===== src/rtl/arbiter_grant_mux.sv =====
// Grant-to-stream mux: captures the granted requester's payload into a small FIFO and closes the grant.
// Optional ARB_GRANT_CHECK_EN adds a sticky grant_err output flagging malformed or unstable grants.
module arbiter_grant_mux #(
    parameter int P_REQUESTER_NUM = 3,
    parameter int P_DATA_W        = 32,
    parameter int P_BUF_DEPTH     = 2,
    localparam int SRC_W = (P_REQUESTER_NUM > 1) ? $clog2(P_REQUESTER_NUM) : 1
) (
    input  logic                                clk,
    input  logic                                rst,
    input  logic [P_REQUESTER_NUM-1:0]          grant_valid,
    output logic                                grant_ready,
    input  logic [P_REQUESTER_NUM*P_DATA_W-1:0] req_data,
    output logic [P_REQUESTER_NUM-1:0]          req_ack,
    output logic [P_DATA_W-1:0]                 m_data,
    output logic [SRC_W-1:0]                    m_src,
    output logic                                m_valid,
    input  logic                                m_ready,
`ifdef ARB_GRANT_CHECK_EN
    output logic                                grant_err,
`endif
    output logic                                dbg_state
);
    // Handshakes: a beat moves on the m_* stream at a clock edge where m_valid && m_ready;
    // a grant is closed by the single-cycle grant_ready strobe in S_ACK.

    localparam int AW = (P_BUF_DEPTH > 1) ? $clog2(P_BUF_DEPTH) : 1;

    typedef enum logic {
        S_IDLE = 1'b0,
        S_ACK  = 1'b1
    } state_t;

    state_t                       state, state_nxt;
    logic [P_DATA_W-1:0]          mem_data [P_BUF_DEPTH];
    logic [SRC_W-1:0]             mem_src  [P_BUF_DEPTH];
    logic [AW-1:0]                wr_ptr, rd_ptr;
    logic [AW:0]                  count;
    logic                         full;
    logic                         push, pop;
    logic                         sel_found;
    logic [SRC_W-1:0]             sel;
    logic [P_REQUESTER_NUM-1:0]   sel_onehot;
    logic [P_DATA_W-1:0]          sel_data;
    logic [P_REQUESTER_NUM-1:0]   ack_q;

    // Lowest set bit of the grant wins if the arbiter ever drives more than one.
    always_comb begin
        sel_found  = 1'b0;
        sel        = '0;
        sel_onehot = '0;
        sel_data   = '0;
        for (int i = 0; i < P_REQUESTER_NUM; i++) begin
            if (grant_valid[i] && !sel_found) begin
                sel_found     = 1'b1;
                sel           = SRC_W'(i);
                sel_onehot[i] = 1'b1;
                sel_data      = req_data[i*P_DATA_W +: P_DATA_W];
            end
        end
    end

    // Full is judged on the pre-pop count, so a concurrent pop does not admit a capture.
    assign full    = (count == (AW+1)'(P_BUF_DEPTH));
    assign push    = (state == S_IDLE) && (|grant_valid) && !full;
    assign m_valid = (count != '0);
    assign pop     = m_valid && m_ready;

    always_comb begin
        state_nxt = state;
        case (state)
            S_IDLE:  if (push) state_nxt = S_ACK;
            S_ACK:   state_nxt = S_IDLE;
            default: state_nxt = S_IDLE;
        endcase
    end

    always_ff @(posedge clk or posedge rst) begin
        if (rst) begin
            state <= S_IDLE;
            ack_q <= '0;
        end else begin
            state <= state_nxt;
            ack_q <= push ? sel_onehot : '0;
        end
    end

    assign grant_ready = (state == S_ACK);
    assign req_ack     = ack_q;
    assign dbg_state   = state;

    always_ff @(posedge clk or posedge rst) begin
        if (rst) begin
            wr_ptr <= '0;
            rd_ptr <= '0;
            count  <= '0;
            for (int i = 0; i < P_BUF_DEPTH; i++) begin
                mem_data[i] <= '0;
                mem_src[i]  <= '0;
            end
        end else begin
            if (push) begin
                mem_data[wr_ptr] <= sel_data;
                mem_src[wr_ptr]  <= sel;
                wr_ptr           <= wr_ptr + AW'(1);
            end
            if (pop) begin
                rd_ptr <= rd_ptr + AW'(1);
            end
            case ({push, pop})
                2'b10:   count <= count + (AW+1)'(1);
                2'b01:   count <= count - (AW+1)'(1);
                default: count <= count;
            endcase
        end
    end

    assign m_data = mem_data[rd_ptr];
    assign m_src  = mem_src[rd_ptr];

`ifdef ARB_GRANT_CHECK_EN
    // Flags multi-hot grants anywhere, and any grant change while the capture is being acknowledged.
    always_ff @(posedge clk or posedge rst) begin
        if (rst) begin
            grant_err <= 1'b0;
        end else if (((grant_valid & (grant_valid - P_REQUESTER_NUM'(1))) != '0) ||
                     ((state == S_ACK) && (grant_valid != ack_q))) begin
            grant_err <= 1'b1;
        end
    end
`endif

endmodule


===== config.mk =====
export PLATFORM = sky130hd
export DESIGN_NAME = arbiter_grant_mux
export DESIGN_NICKNAME = d
export VERILOG_FILES = /design/src/rtl/arbiter_grant_mux.sv
export SDC_FILE = /design/constraint.sdc
export NUM_CORES = 1
export LEC_CHECK = 0
export CORE_MARGIN = 2
export CORE_UTILIZATION = 50
export CTS_CLUSTER_DIAMETER = 200
export CTS_CLUSTER_SIZE = 25
export DETAILED_ROUTE_END_ITERATION = 8
export PLACE_DENSITY = 0.87
export SYNTH_ARGS = -nofsm -noshare
export SYNTH_HDL_FRONTEND = slang
export SYNTH_SLANG_ARGS = --single-unit

===== constraint.sdc =====
create_clock -name clk -period 8.8 [get_ports clk]
set_clock_uncertainty 0.2 [all_clocks]
set_input_delay 2.64 -clock clk [delete_from_list [all_inputs] [get_ports clk]]
set_output_delay 2.64 -clock clk [all_outputs]
set_load 0.005 [all_outputs]

==> run_results.csv <==
group,metric,value,unit
outcome,status,"completed",
synth,synth_area,0.004153,mm^2
cts,cts_resized,0,
timing,setup_violations,0,
min_path,worstHoldEndpoint,"count[1]$_DFFE_PP0P_",
place,port_buffers,141,
detailed_routing,postRouteAntennaNets,0,
timing,rsz0062_at_grt,"no",
critical_path,crit_required,5.96,ns
synth,synth_cell_types,24,
place,place.gp.congestion,0.7374,
critical_path,start_kind,"register",
cts,cts_tree,"built",
layout,num-nets-final,587,
synth,post-synth-top-count-cell,"mux2_2",
detailed_routing,wire_per_inst,16.90,um
floorplanning,start_util,51.05,%
place,hpwl,7009,um
cts,cts.sink_count,76,
min_path,hold_class,"register to register",
floorplanning,io-pin-count,142,
layout,layout.cells.non_filler,592,
cts,clkSlewWorstSetupHoldPaths,0.07,ns
synth,async_flop_share,100.0,%
detailed_routing,drc,0,
global_routing,grtUsageMet1,26.44,%
global_routing,use_met3,4.032,%
detailed_routing,firstDrtPassIters,4,
critical_path,cp_max_fo,25,
pwr,powerDensity,314.9,mW/mm^2
floorplanning,rows,33,
cts,root_buffer,"clkbuf_8",
timing,tightest_slew,1.040,ns
synth,netlist_instances,356,
timing,hold_viol_final,0,
synth,yosys_warnings,0,
timing,setup_tns,0,ns
critical_path,rrSetupSlack,6.76,ns
synth,synth_edf_count,0,
cts,cts_hold_buf,0,
synth,synth_common_cells,"99 x mux2_2, 76 x dfrtp_1, 64 x a21oi_1",
global_routing,grt_pass1_wl,15960,um
global_routing,grtUsageMet2,42.08,%
detailed_routing,vias,3181,
global_routing,grt_pass1_vias,3384,
timing,clock.fmax,0.1943,GHz
detailed_routing,via_per_inst,5.373,
detailed_routing,wl,10000,um
critical_path,rr_endpoint,"mem_data[6]$_DFFE_PP0P_",
layout,drive_above_1_share,25.67,%
place,pre_cts_ws,3.748,ns
min_path,hold-path-cell-count,1,
cts,clk_latency,0.34,ns
job,drv_cap,0,
global_routing,grt_usage,22.89,%
timing,slew_viol_final,0,
timing,finalCriticalPeriod,5.146,ns
synth,synth_top_area_share,45.80,%
global_routing,globalRouteOverflowTotal,0,
critical_path,arrival,2.31,ns
floorplanning,die_area,0.009051,mm^2
synth,syn_avg_cell_area,11.66,um^2
timing,relSlewSlack,30.68,%
cts,numCtsBuffers,9,
cts,cts-htree-levels,3,
place,placed_cells,578,
synth,synth.largest_area_cell,"dfrtp_1",
timing,period_share,58.47,%
critical_path,worst_r2r_path_depth,4,
pwr,ir_drop,0.1799,mV
min_path,min_from,"count[1]$_DFFE_PP0P_",
place,placed_area,0.005565,mm^2
critical_path,timing.rr.start,"count[1]$_DFFE_PP0P_",
synth,ys_seq_area_share,45.80,%
global_routing,antenna_found_initial,0,
floorplanning,fp.dieH,95.14,um
timing,layout_setup_ws,3.654,ns
global_routing,grt_max_degree,77,
layout,area_growth,38.60,%
synth,synth_area_leaders,"dfrtp_1 46%, mux2_2 27%, a21oi_1 7.7%, nand3b_1 5.8%, nor2b_1 5.0%",
cts,cts_setup_buffers,0,
pwr,power_leakage,2.253,nW
floorplanning,coreArea,0.008134,mm^2
critical_path,critPathCaptureType,"primary output",
layout,post-route-cell-area,0.005756,mm^2
critical_path,crit_type,"register to primary output",
synth,syn-num-nets,459,
synth,synth_ff_type,"dfrtp_1",
layout,n_antenna_cell,0,
global_routing,busiest_layer,"met2",
floorplanning,die_x,95.14,um
cts,cts_buffer_depth,2,
synth,ys_ff_latch,76,
detailed_routing,drt-initial-drc-count,130,
==> critical path, cell delays in order (launching register included) <==
cell             delay (ns)
dfrtp_1                0.64
buf_4                  0.43
mux2_2                 0.39
clkdlybuf4s50_1        0.49
==> worst max-delay path by stage <==
stage                                  start                  endpoint  slack, ns
after floorplan                          rst      count[0]$_DFFE_PP0P_       4.02
after global placement        grant_valid[2]  mem_data[25]$_DFFE_PP0P_       3.82
after detailed placement      grant_valid[1]   mem_data[6]$_DFFE_PP0P_       3.75
after CTS                 rd_ptr$_DFFE_PP0P_                m_data[19]       3.61
after global routing      rd_ptr$_DFFE_PP0P_                m_data[19]       3.55
final                     rd_ptr$_DFFE_PP0P_                m_data[19]       3.65
==> through the flow <==
step	hold WS [ns]	util, %	power [mW]
4_1_cts	0.2982	70.76	1.832
6_report	0.2942	70.76	1.812
3_3_place_gp	0.2623	68.42	1.525
3_5_place_dp	0.2826	68.42	1.566
2_1_floorplan	0.2470	-	1.164
5_1_grt	0.3184	70.76	1.928
==> routing by layer <==
metal / wire length [um] / vias up
met3: 483 / 14
met4: 168 / 0
met1: 4011 / 1554
li1: - / 1517
met2: 5339 / 96
met5: 0 / -
==> flip-flops by register name, indices dropped and copies added, names as in the netlist <==
signal     flops
mem_data      64
mem_src        4
req_ack        3
count          2
dbg_state      1
rd_ptr         1
wr_ptr         1
==> layout make-up <==
class                      instances  area [um^2]
clock inverter                     2        35.03
multi-input combinational        249         2086
clock buffer                      12        155.1
inverter                           2        7.507
timing repair buffer             146         1439
fill                             598         2379
sequential                        76         1902
tap                              105        131.4
==> power breakdown <==
part	switching (mW)	internal, mW	total (mW)
clock	0.113	0.143	0.256
sequential	0.104	0.528	0.632
combinational	0.322	0.603	0.925
==> layout by cell type (no fill, tap or decap), types with 5 or more instances in the layout <==
cell type	count
mux2_2	99
nor2b_1	33
nand3b_1	32
buf_4	5
clkbuf_8	11
clkdlybuf4s50_1	139
dfrtp_1	76
a21oi_1	64
==> cell families (layout without fill, tap and decap cells) <==
family	count (synthesis)	in the layout	synth area share, %
fa+ha+maj	1	1	0.3012
mux	102	102	27.66
simple gates	77	77	13.50
compound gates	64	64	7.713
buf+inv	31	162	3.977
xor+xnor	5	5	1.055
flops	76	76	45.80
(Power assumes the default switching activity.)
==> patch (config.mk and constraints unchanged) <==
Change the parameter `P_DATA_W` from 32 to 40.
--- a/src/rtl/arbiter_grant_mux.sv
+++ b/src/rtl/arbiter_grant_mux.sv
@@ -2,7 +2,7 @@
 // Optional ARB_GRANT_CHECK_EN adds a sticky grant_err output flagging malformed or unstable grants.
 module arbiter_grant_mux #(
     parameter int P_REQUESTER_NUM = 3,
-    parameter int P_DATA_W        = 32,
+    parameter int P_DATA_W        = 40,
     parameter int P_BUF_DEPTH     = 2,
     localparam int SRC_W = (P_REQUESTER_NUM > 1) ? $clog2(P_REQUESTER_NUM) : 1
 ) (
Interface: changed (resized m_data and req_data); port bits go from 142 to 174. The function was not compared with the original's and may differ.
==> patch against the original RTL <==
Cell area grew 22%. Power is 19% higher. Routed wire length rose by 22%. Synthesized area up 22%. Core utilization increased by 0.94 points. Setup slack worse by 0.032 ns. Synthesized cell count up 22%. Sequential cell count rose by 16. Critical endpoint is now m_data[16].
==> patch: results (changes against the original RTL) <==
via count of the first global-routing pass 4164 (+23%); cells on worst reg2reg path 6 (+2); proportion of layout cells with a drive suffix above 1 0.2500 (-0.006674); crit path capture m_data[16]; worst-case headroom to the max-slew limit 0.2341 (-0.07276); first-pass iteration count of the detailed router 4 (unchanged); cell area after placement 6807 µm² (+22%); via density per instance 5.359 (-0.26%); Setup TNS Final 0 ns (unchanged); total wirelength of the detailed-routed design 12170 µm (+22%); worst slack after detailed placement 3.673 ns (-0.07472 ns); combined global-route utilization of all metal layers 0.2250 (-0.003905); max reg flops 80 (+25%); minimum setup slack among reg-to-reg paths 6.72 ns (-0.04 ns); Cell variety after synth 24 (unchanged); parity-gate share of the synthesized area counting xor and xnor cells 0.008676 (-0.001869); largest net degree at the start of global routing 93 (+21%); synthesized-area fraction occupied by ao, oa, aoi and oai cells 0.07933 (+0.002194); register name with the most flops mem_data; leading post-synthesis cells by cell area sky130_fd_sc_hd__dfrtp_1 (46%), sky130_fd_sc_hd__mux2_2 (26%), sky130_fd_sc_hd__a21oi_1 (7.9%); Iteration-0 DRC Markers 235 (+81%); first-pass GRT wire length 20130 µm (+26%); Static Leak 2.727 nW (+21%); highest cell delay on the worst timing path 1.07 ns (+0.43 ns); critical path's slowest cell sky130_fd_sc_hd__dfrtp_2; antenna violations before repair 0 (unchanged); number of buffers inserted by port buffering 173 (+23%); Mapped Nets 563 (+23%); critical register-to-register path endpoint count[1]; maximum vdd ir drop 218.0 µV (+21%); predominant post-synthesis flop cell sky130_fd_sc_hd__dfrtp_1; worst-case clock buffer depth 2 (unchanged); worst path setup slack after routing 3.622 ns (-0.03219 ns); total instance count after detailed placement 713 (+23%); number of nets at the end of the flow 718 (+22%); endpoint arrival time on the critical path 2.34 ns (+0.03 ns); result of the run finished, final reports clean; placed wire-length estimate 8300 µm (+18%); post-synthesis async set-or-reset flop share 1.000 (unchanged); area of all sequential standard cells 2303 µm² (+21%); cell count after synthesis 436 (+22%); fillcell total 733 (+23%); Crit Reg-Reg Startpoint count[1]; gpl congestion 0.7264 (-1.5%); Critical Path Start rd_ptr; mux share of post-synthesis cell area 0.2811 (+0.004521); portion of the post-synthesis area used by sequential elements 0.4561 (-0.001846); top cells by count, synth sky130_fd_sc_hd__mux2_2 (117), sky130_fd_sc_hd__dfrtp_1 (92), sky130_fd_sc_hd__a21oi_1 (80); Adder-Cell Fraction of Synth Area 0.002479 (-0.0005340); maximum fanout encountered on the critical timing path 43 (+72%); total number of vias 3907 (+23%)
[patch: cell families after synthesis]
logic type | Yosys count
buf+inv | 39
simple gates | 93
fa+ha+maj | 1
xor+xnor | 5
mux | 126
compound gates | 80
flops | 92
[patch: layer usage]
| layer | global-route usage | wire, µm | up-vias |
|---|---|---|---|
| li1 | - | - | 1861 |
| met1 | 0.2761 | 5213 | 1935 |
| met2 | 0.3996 | 6253 | 103 |
| met3 | 0.06203 | 601 | 8 |
| met4 | 0.03958 | 99 | 0 |
| met5 | 0 | 0 | - |
[patch: worst min path at each step]
stage	startpoint	slack (ns)	cells past startpoint	to
finish	mem_data[32]	0.29	1	mem_data[32]
global placement	mem_data[33]	0.26	1	mem_data[33]
CTS	mem_data[32]	0.29	1	mem_data[32]
global route	mem_data[64]	0.30	1	mem_data[64]
floorplan	count[1]	0.25	1	count[1]
detailed placement	mem_data[32]	0.27	1	mem_data[32]
[patch: worst max-delay path, delay by kind of cell (launching register included)]
family / cells / cell delay (ns)
buffers and inverters: 1 / 0.48
DFF: 1 / 1.07
muxes: 1 / 0.43
[patch: where the power goes]
| group | internal, mW | total (mW) | switching [mW] | leakage [nW] |
|---|---|---|---|---|
| logic | 0.733 | 1.09 | 0.355 | 1.54 |
| registers | 0.639 | 0.790 | 0.151 | 1.09 |
| clock network | 0.140 | 0.288 | 0.147 | 0.0999 |
[patch: final cells by class]
cell class,instances,area share
sequential,92,0.3287
inverter,2,0.001250
multi-input combinational,305,0.3633
clock inverter,5,0.008570
clock buffer,11,0.02018
timing repair buffer,181,0.2542
tap,133,0.02375
